<file path="src/rtl/reset_pulse_gen.sv">
// rtl/reset_pulse_gen.sv - programmable synchronous reset pulse generator
// Drives an active-low reset of length max(req_len, MIN_CYCLES), then waits for downstream release.
module reset_pulse_gen #(
  parameter int CNT_WIDTH      = 8,
  parameter int MIN_CYCLES     = 2,
  parameter int TO_WIDTH       = 10,
  parameter int TIMEOUT_CYCLES = 1000
) (
  input  logic                 clk,
  input  logic                 rst_n,
  input  logic                 req,
  input  logic [CNT_WIDTH-1:0] req_len,
  output logic                 out_rst,
  input  logic                 done_in,
  output logic                 busy,
  output logic                 ack,
  output logic                 timeout
);

  localparam logic [1:0] S_IDLE   = 2'd0;
  localparam logic [1:0] S_ASSERT = 2'd1;
  localparam logic [1:0] S_WAIT   = 2'd2;
  localparam logic [1:0] S_ACK    = 2'd3;

  localparam logic [CNT_WIDTH-1:0] MIN_LEN = CNT_WIDTH'(MIN_CYCLES);
  localparam logic [CNT_WIDTH-1:0] CNT_ONE = CNT_WIDTH'(1);
  localparam logic [TO_WIDTH-1:0]  TO_LAST = TO_WIDTH'(TIMEOUT_CYCLES - 1);

  logic [1:0]           state, state_nxt;
  logic [CNT_WIDTH-1:0] cnt, cnt_nxt, eff_len;
  logic [TO_WIDTH-1:0]  timer, timer_nxt;
  logic                 seen_low, seen_low_nxt;
  logic                 timeout_nxt;
  logic                 sync1, done_s;

  assign eff_len = (req_len >= MIN_LEN) ? req_len : MIN_LEN;

  // Synchronizer resets high so a quiet DONE_IN line never looks like a fresh low.
  always_ff @(posedge clk or negedge rst_n) begin
    if (!rst_n) begin
      sync1  <= 1'b1;
      done_s <= 1'b1;
    end else begin
      sync1  <= done_in;
      done_s <= sync1;
    end
  end

  always_comb begin
    state_nxt    = state;
    cnt_nxt      = cnt;
    timer_nxt    = timer;
    seen_low_nxt = seen_low;
    timeout_nxt  = 1'b0;
    case (state)
      S_IDLE: begin
        if (req) begin
          state_nxt    = S_ASSERT;
          cnt_nxt      = eff_len;
          seen_low_nxt = 1'b0;
        end
      end
      S_ASSERT: begin
        cnt_nxt = cnt - CNT_ONE;
        if (!done_s) seen_low_nxt = 1'b1;
        if (cnt == CNT_ONE) begin
          state_nxt = S_WAIT;
          timer_nxt = '0;
        end
      end
      S_WAIT: begin
        if (!done_s) seen_low_nxt = 1'b1;
        // A completed handshake takes priority over a coincident timer expiry.
        if (seen_low && done_s) begin
          state_nxt = S_ACK;
        end else if (timer == TO_LAST) begin
          state_nxt   = S_ACK;
          timeout_nxt = 1'b1;
        end else begin
          timer_nxt = timer + 1'b1;
        end
      end
      default: begin
        state_nxt = S_IDLE;
      end
    endcase
  end

  always_ff @(posedge clk or negedge rst_n) begin
    if (!rst_n) begin
      state    <= S_ASSERT;
      cnt      <= MIN_LEN;
      timer    <= '0;
      seen_low <= 1'b0;
      out_rst  <= 1'b0;
      busy     <= 1'b1;
      ack      <= 1'b0;
      timeout  <= 1'b0;
    end else begin
      state    <= state_nxt;
      cnt      <= cnt_nxt;
      timer    <= timer_nxt;
      seen_low <= seen_low_nxt;
      out_rst  <= (state_nxt != S_ASSERT);
      busy     <= (state_nxt != S_IDLE);
      ack      <= (state_nxt == S_ACK);
      timeout  <= timeout_nxt;
    end
  end

endmodule

</file>
<file path="config.mk">
export PLATFORM = sky130hd
export DESIGN_NAME = reset_pulse_gen
export DESIGN_NICKNAME = d
export VERILOG_FILES = /design/src/rtl/reset_pulse_gen.sv
export SDC_FILE = /design/constraint.sdc
export NUM_CORES = 1
export LEC_CHECK = 0
export CORE_AREA = 2 2 66 68
export CTS_CLUSTER_DIAMETER = 200
export DETAILED_ROUTE_END_ITERATION = 12
export DIE_AREA = 0 0 68 70
export PLACE_DENSITY = 0.58
export REMOVE_ABC_BUFFERS = 1
export SLEW_MARGIN = 20
export SYNTH_ARGS = -nofsm -noshare
export SYNTH_HDL_FRONTEND = slang
export SYNTH_SLANG_ARGS = --single-unit
</file>
<file path="constraint.sdc">
create_clock -name clk -period 2.2 [get_ports clk]
set_clock_uncertainty 0.1 [all_clocks]
set_input_delay 0.22 -clock clk [delete_from_list [all_inputs] [get_ports clk]]
set_output_delay 0.22 -clock clk [all_outputs]
set_load 0.1 [all_outputs]
</file>
# [Yosys cells after proc, flatten, opt, wreduce, memory -nomap -nowiden]
# Cells that the tools add are included.
[word_totals] register_bits=27 latch_bits=0 mem_bits_rw=0 mem_bits_ro=0 wordCells=52 memories=0
[classes] addsub=2 multipliers=0 div_mod_pow=0 magnitude_cmp=1 eq_ne=11 shift=0 muxes=18 bitwise=0 reduce_logical=10
[ops] cell="$mux 10" n=3
[ops] cell="$pmux 10 s2" n=1
[ops] cell="$mux 8" n=2
[ops] cell="$pmux 8 s2" n=1
[ops] cell="$add 10x1->10 const B" n=1
[ops] cell="$eq 10x10->1 const B" n=1
[ops] cell="$ne 2x2->1 const B" n=5
[ops] cell="$eq 8x1->1 const B" n=1
[ops] cell="$ge 8x2->1 const B" n=1
[ops] cell="$mux 2" n=4
[ops] cell="$reduce_bool 2->1" n=4
[ops] cell="$sub 8x1->8 const B" n=1
[ops] cell="$pmux 2 s3" n=1
[ops] cell="$mux 1" n=5
[ops] cell="$eq 2x2->1 const B" n=2
[ops] cell="$reduce_and 4->1" n=1
[ops] cell="$reduce_and 3->1" n=1
[ops] cell="$eq 2x1->1 const B" n=1
[ops] cell="$logic_not 2->1" n=1
[ops] cell="$ne 2x1->1 const B" n=1
[ops] cell="$pmux 1 s2" n=1
[ops] cell="$reduce_and 2->1" n=1
[ops] cell="$reduce_or 2->1" n=1
[ops] cell="$logic_and 1x1->1" n=1

# [Logic depth before layout (Yosys ltp)]
[logic_depth] ltp_word=5 mapped_depth=8

# [Least setup slack after synthesis]
# Ideal clock, no wire load.
[synth_timing] path_kind="flip-flop to flip-flop" from="register state[0]" to="register timer[7]" arrival_ns=1.929 setup_slack_ns=0.068 stages_incl_launch_ff=6 path_buffers=0 path_cell_list="dfstp_2 -> ha_1 -> nor4bb_1 -> a22oi_2 -> or3b_4 -> o41ai_2"
[synth_via] elab_chain_len=3
[synth_rtl] element="from (decl)" line_no="29" source="logic [1:0] state, state_nxt;"
[synth_rtl] element="from (signal assigned)" line_no="100" source="state <= state_nxt;"
[synth_rtl] element="$eq 2x2->1 or $eq 2x1->1 (tied branches)" line_no="55" source="case (state)"
[synth_rtl] element="$ne 2x2->1 (no line) or $reduce_bool 2->1 (tied branches)"
[synth_rtl] element="$reduce_and 4->1 (no line)"
[synth_rtl] element="to (signal assigned)" line_no="102" source="timer <= timer_nxt;"
[synth_rtl] element="to (decl)" line_no="31" source="logic [TO_WIDTH-1:0] timer, timer_nxt;"
# Several ways; a longest one is shown, not always the timed one.
# A chain may end at the register's enable or synchronous reset.

# [Final worst setup path]
[layout_timing] from="register state[0]" to="register timer[8]"
# Same word-level chain as after synthesis.

==> results.tsv <==
metric	value	unit
Cell Area, Placed	1890	um2
Final Hold Fails	0	
Main synth FF type	dfrtp_1	
GRT Residual Overflow	0	
Post-synth EDFFs	0	
final non-filler cell total	245	
Synth Area in Adders	5.53	%
port bufs	15	
clk sinks	27	
dominant cell type by area after synthesis	dfrtp_1	
top post-synthesis cells by area	dfrtp_1, dfstp_2, ha_1	
post-layout util	48.2	%
Clk Latency, worst-skew pair	280	ps
synthesis-to-layout area growth	26.0	%
DIE AREA	4760	um2
DR vias	1380	
worst hold path type	in2async	
Global Route Usage Sum	17.3	%
kind of critical path	reg2reg	
total negative setup slack	0	ps
total core area	4140	um2
fin area	2000	um2
largest net degree at the start of global routing	28	
slew at the pin closest to its max-slew limit	553	ps
starting DRC count in detailed routing	66	
vias in the first global route	1398	
multi-input logic area	887	um2
RSZ-0062 raised after global routing	false	
CP Launch Type	register	
Peak Freq	471	MHz
Yosys cell types	44	
# rows	24	
initial antenna violation count	0	
1st-pass router iterations	4	
Leak Pwr	0.818	nW
max-slew violations	0	
Synth Instances	162	
met1 WL	1.61	mm
Max Cap Viol	0	
Tcrit/Tclk final	96.4	%
HPWL after DPL	2.66	mm
Synth top area share	34.8	%
Die Ht	70	um
Clock Tree Buf Depth	2	
DR WL/cell	15.0	um
Yosys Warn Count	0	
outcome	complete, no violations	
layout net count	213	
Setup violations, final	0	
Cell Pwr Density	414	nW/um2
worst setup margin	78.8	ps
Post-Synth XOR/XNOR Area	0	%
total design power	0.827	mW
CTS tree	built	
Fill cells	410	
crit end category	register	
Cell Area, Synth	1580	um2
first-pass GRT wire length	6.36	mm
diodes inserted	0	
Worst Path Required	2280	ps
crit path DAT	2200	ps
flops & latches, synth	27	
post-route ant nets	0	
async set-reset flop share out of synthesis	100	%
VDD IR max	0.208	mV
DP Worst Slack	-65.9	ps
Clock Pin Slew Worst Setup and Hold Paths	100	ps
Placed Cells	239	
layout cells sized above 1	24.9	%
hold_ws	207	ps
Top Layer Used	met4	
sequential cell area	682	um2
largest family of logic cells by synthesized area	compound AO/OA/AOI/OAI gates	
Starting Density	38.2	%
post-route minimum period	2120	ps
met2 WL	1.88	mm
Clock Tree Root	clkbuf_8	
Synth Area in Compound Gates	26.6	%
Synth Area in Simple Gates	19.7	%
multiplexer area fraction after synthesis	1.26	%
critical path peak fanout	7	
io pins	16	
met3 wire len	129	um
global placer's final weighted congestion	0.837	
TritonCTS Buffers	3	
Die W	68	um
syn_area_per_cell	9.78	um2
Max H-tree Level	1	
register area share after synthesis	43.0	%
via-per-instance ratio	5.63	
Residual DRC	0	
Rel. slew slack	63.0	%
routed wire length	3.66	mm
==> path summary, 6_finish.rpt <==
check	start	endpoint	slack [ps]	cells after the start
max reg2reg	state[0]$_DFF_PN1_	timer[8]$_DFFE_PN0P_	80	9
min reg2reg	sync1$_DFF_PN1_	done_s$_DFF_PN1_	270	0
max	state[0]$_DFF_PN1_	timer[8]$_DFFE_PN0P_	80	9
min in group clk	done_in	sync1$_DFF_PN1_	240	1
max in group asynchronous	rst_n	busy$_DFF_PN1_	1490	2
min	rst_n	timer[6]$_DFFE_PN0P_	210	2
==> registers in the layout (all words and copies together) (netlist names) <==
| name | flops |
|---|---|
| timer | 10 |
| done_s | 1 |
| cnt | 8 |
| ack | 1 |
| state | 2 |
| busy | 1 |
| out_rst | 1 |
| sync1 | 1 |
| seen_low | 1 |
| timeout | 1 |
==> layout by cell type (no fill, tap or decap), types with 4 or more instances in the layout <==
cell and count:
o21ai_0 8, a31oi_1 4, nand3_1 4, buf_4 21
ha_1 6, clkdlybuf4s50_1 11, o21ba_2 4, o22a_1 4
dfstp_2 5, a21oi_1 12, inv_1 9, nand2_1 8
o31ai_1 9, dfrtp_1 22, nor2_1 12
==> timing repair <==
item	4_1_cts	5_1_grt
endpoints found under the setup margin	6	9
pin swaps	1	7
buffers inserted	0	2
gates resized for setup	1	9
hold buffers	0	0
==> Yosys cell counts, types with 3 or more instances <==
master,count
a21oi_1,13
nand2_1,8
inv_1,10
nor3_1,4
dfstp_2,5
a31oi_1,4
nand3_1,4
ha_1,7
o22a_1,4
nor4_1,3
or4_1,4
o21ba_2,4
o21ai_0,8
dfrtp_1,22
nor2_1,12
clkbuf_1,5
o31ai_1,10
==> kinds of logic after synthesis <==
group | after synthesis
multiplexers | 2
adder cells (fa/ha/maj) | 7
flip-flops | 27
AND/OR/NAND/NOR | 53
buffers and inverters | 16
AO/OA/AOI/OAI | 57
==> final cells by class <==
| class | instances | area share (%) |
|---|---|---|
| clock buffers | 4 | 2.26 |
| inverters | 10 | 1.88 |
| multi-input cells | 119 | 44.5 |
| flip-flops and latches | 27 | 34.2 |
| well taps | 52 | 3.26 |
| repair buffers | 33 | 14.0 |
==> power by group <==
group | switching, mW | internal, mW | leakage [nW] | total [mW]
clock | 0.160 | 0.130 | 0.0228 | 0.290
combinational | 0.0159 | 0.0199 | 0.456 | 0.0358
sequential | 0.000953 | 0.500 | 0.340 | 0.501
total | 0.177 | 0.649 | 0.818 | 0.827
==> worst max-delay path: stages, from the launching register on <==
cell and delay, ps:
dfstp_2 550, buf_6 110, inv_2 40, ha_4 150, nand4b_1 150, o31ai_4 130
buf_4 160, buf_4 130, o31a_1 280, o21ba_2 200
==> layer usage <==
layer | GRT usage [%] | vias up
li1 | - | 676
met1 | 23.0 | 668
met2 | 27.6 | 32
met3 | 2.58 | 4
met4 | 7.33 | 0
met5 | 0 | -
No activity file was read; power rests on OpenSTA's default activity.
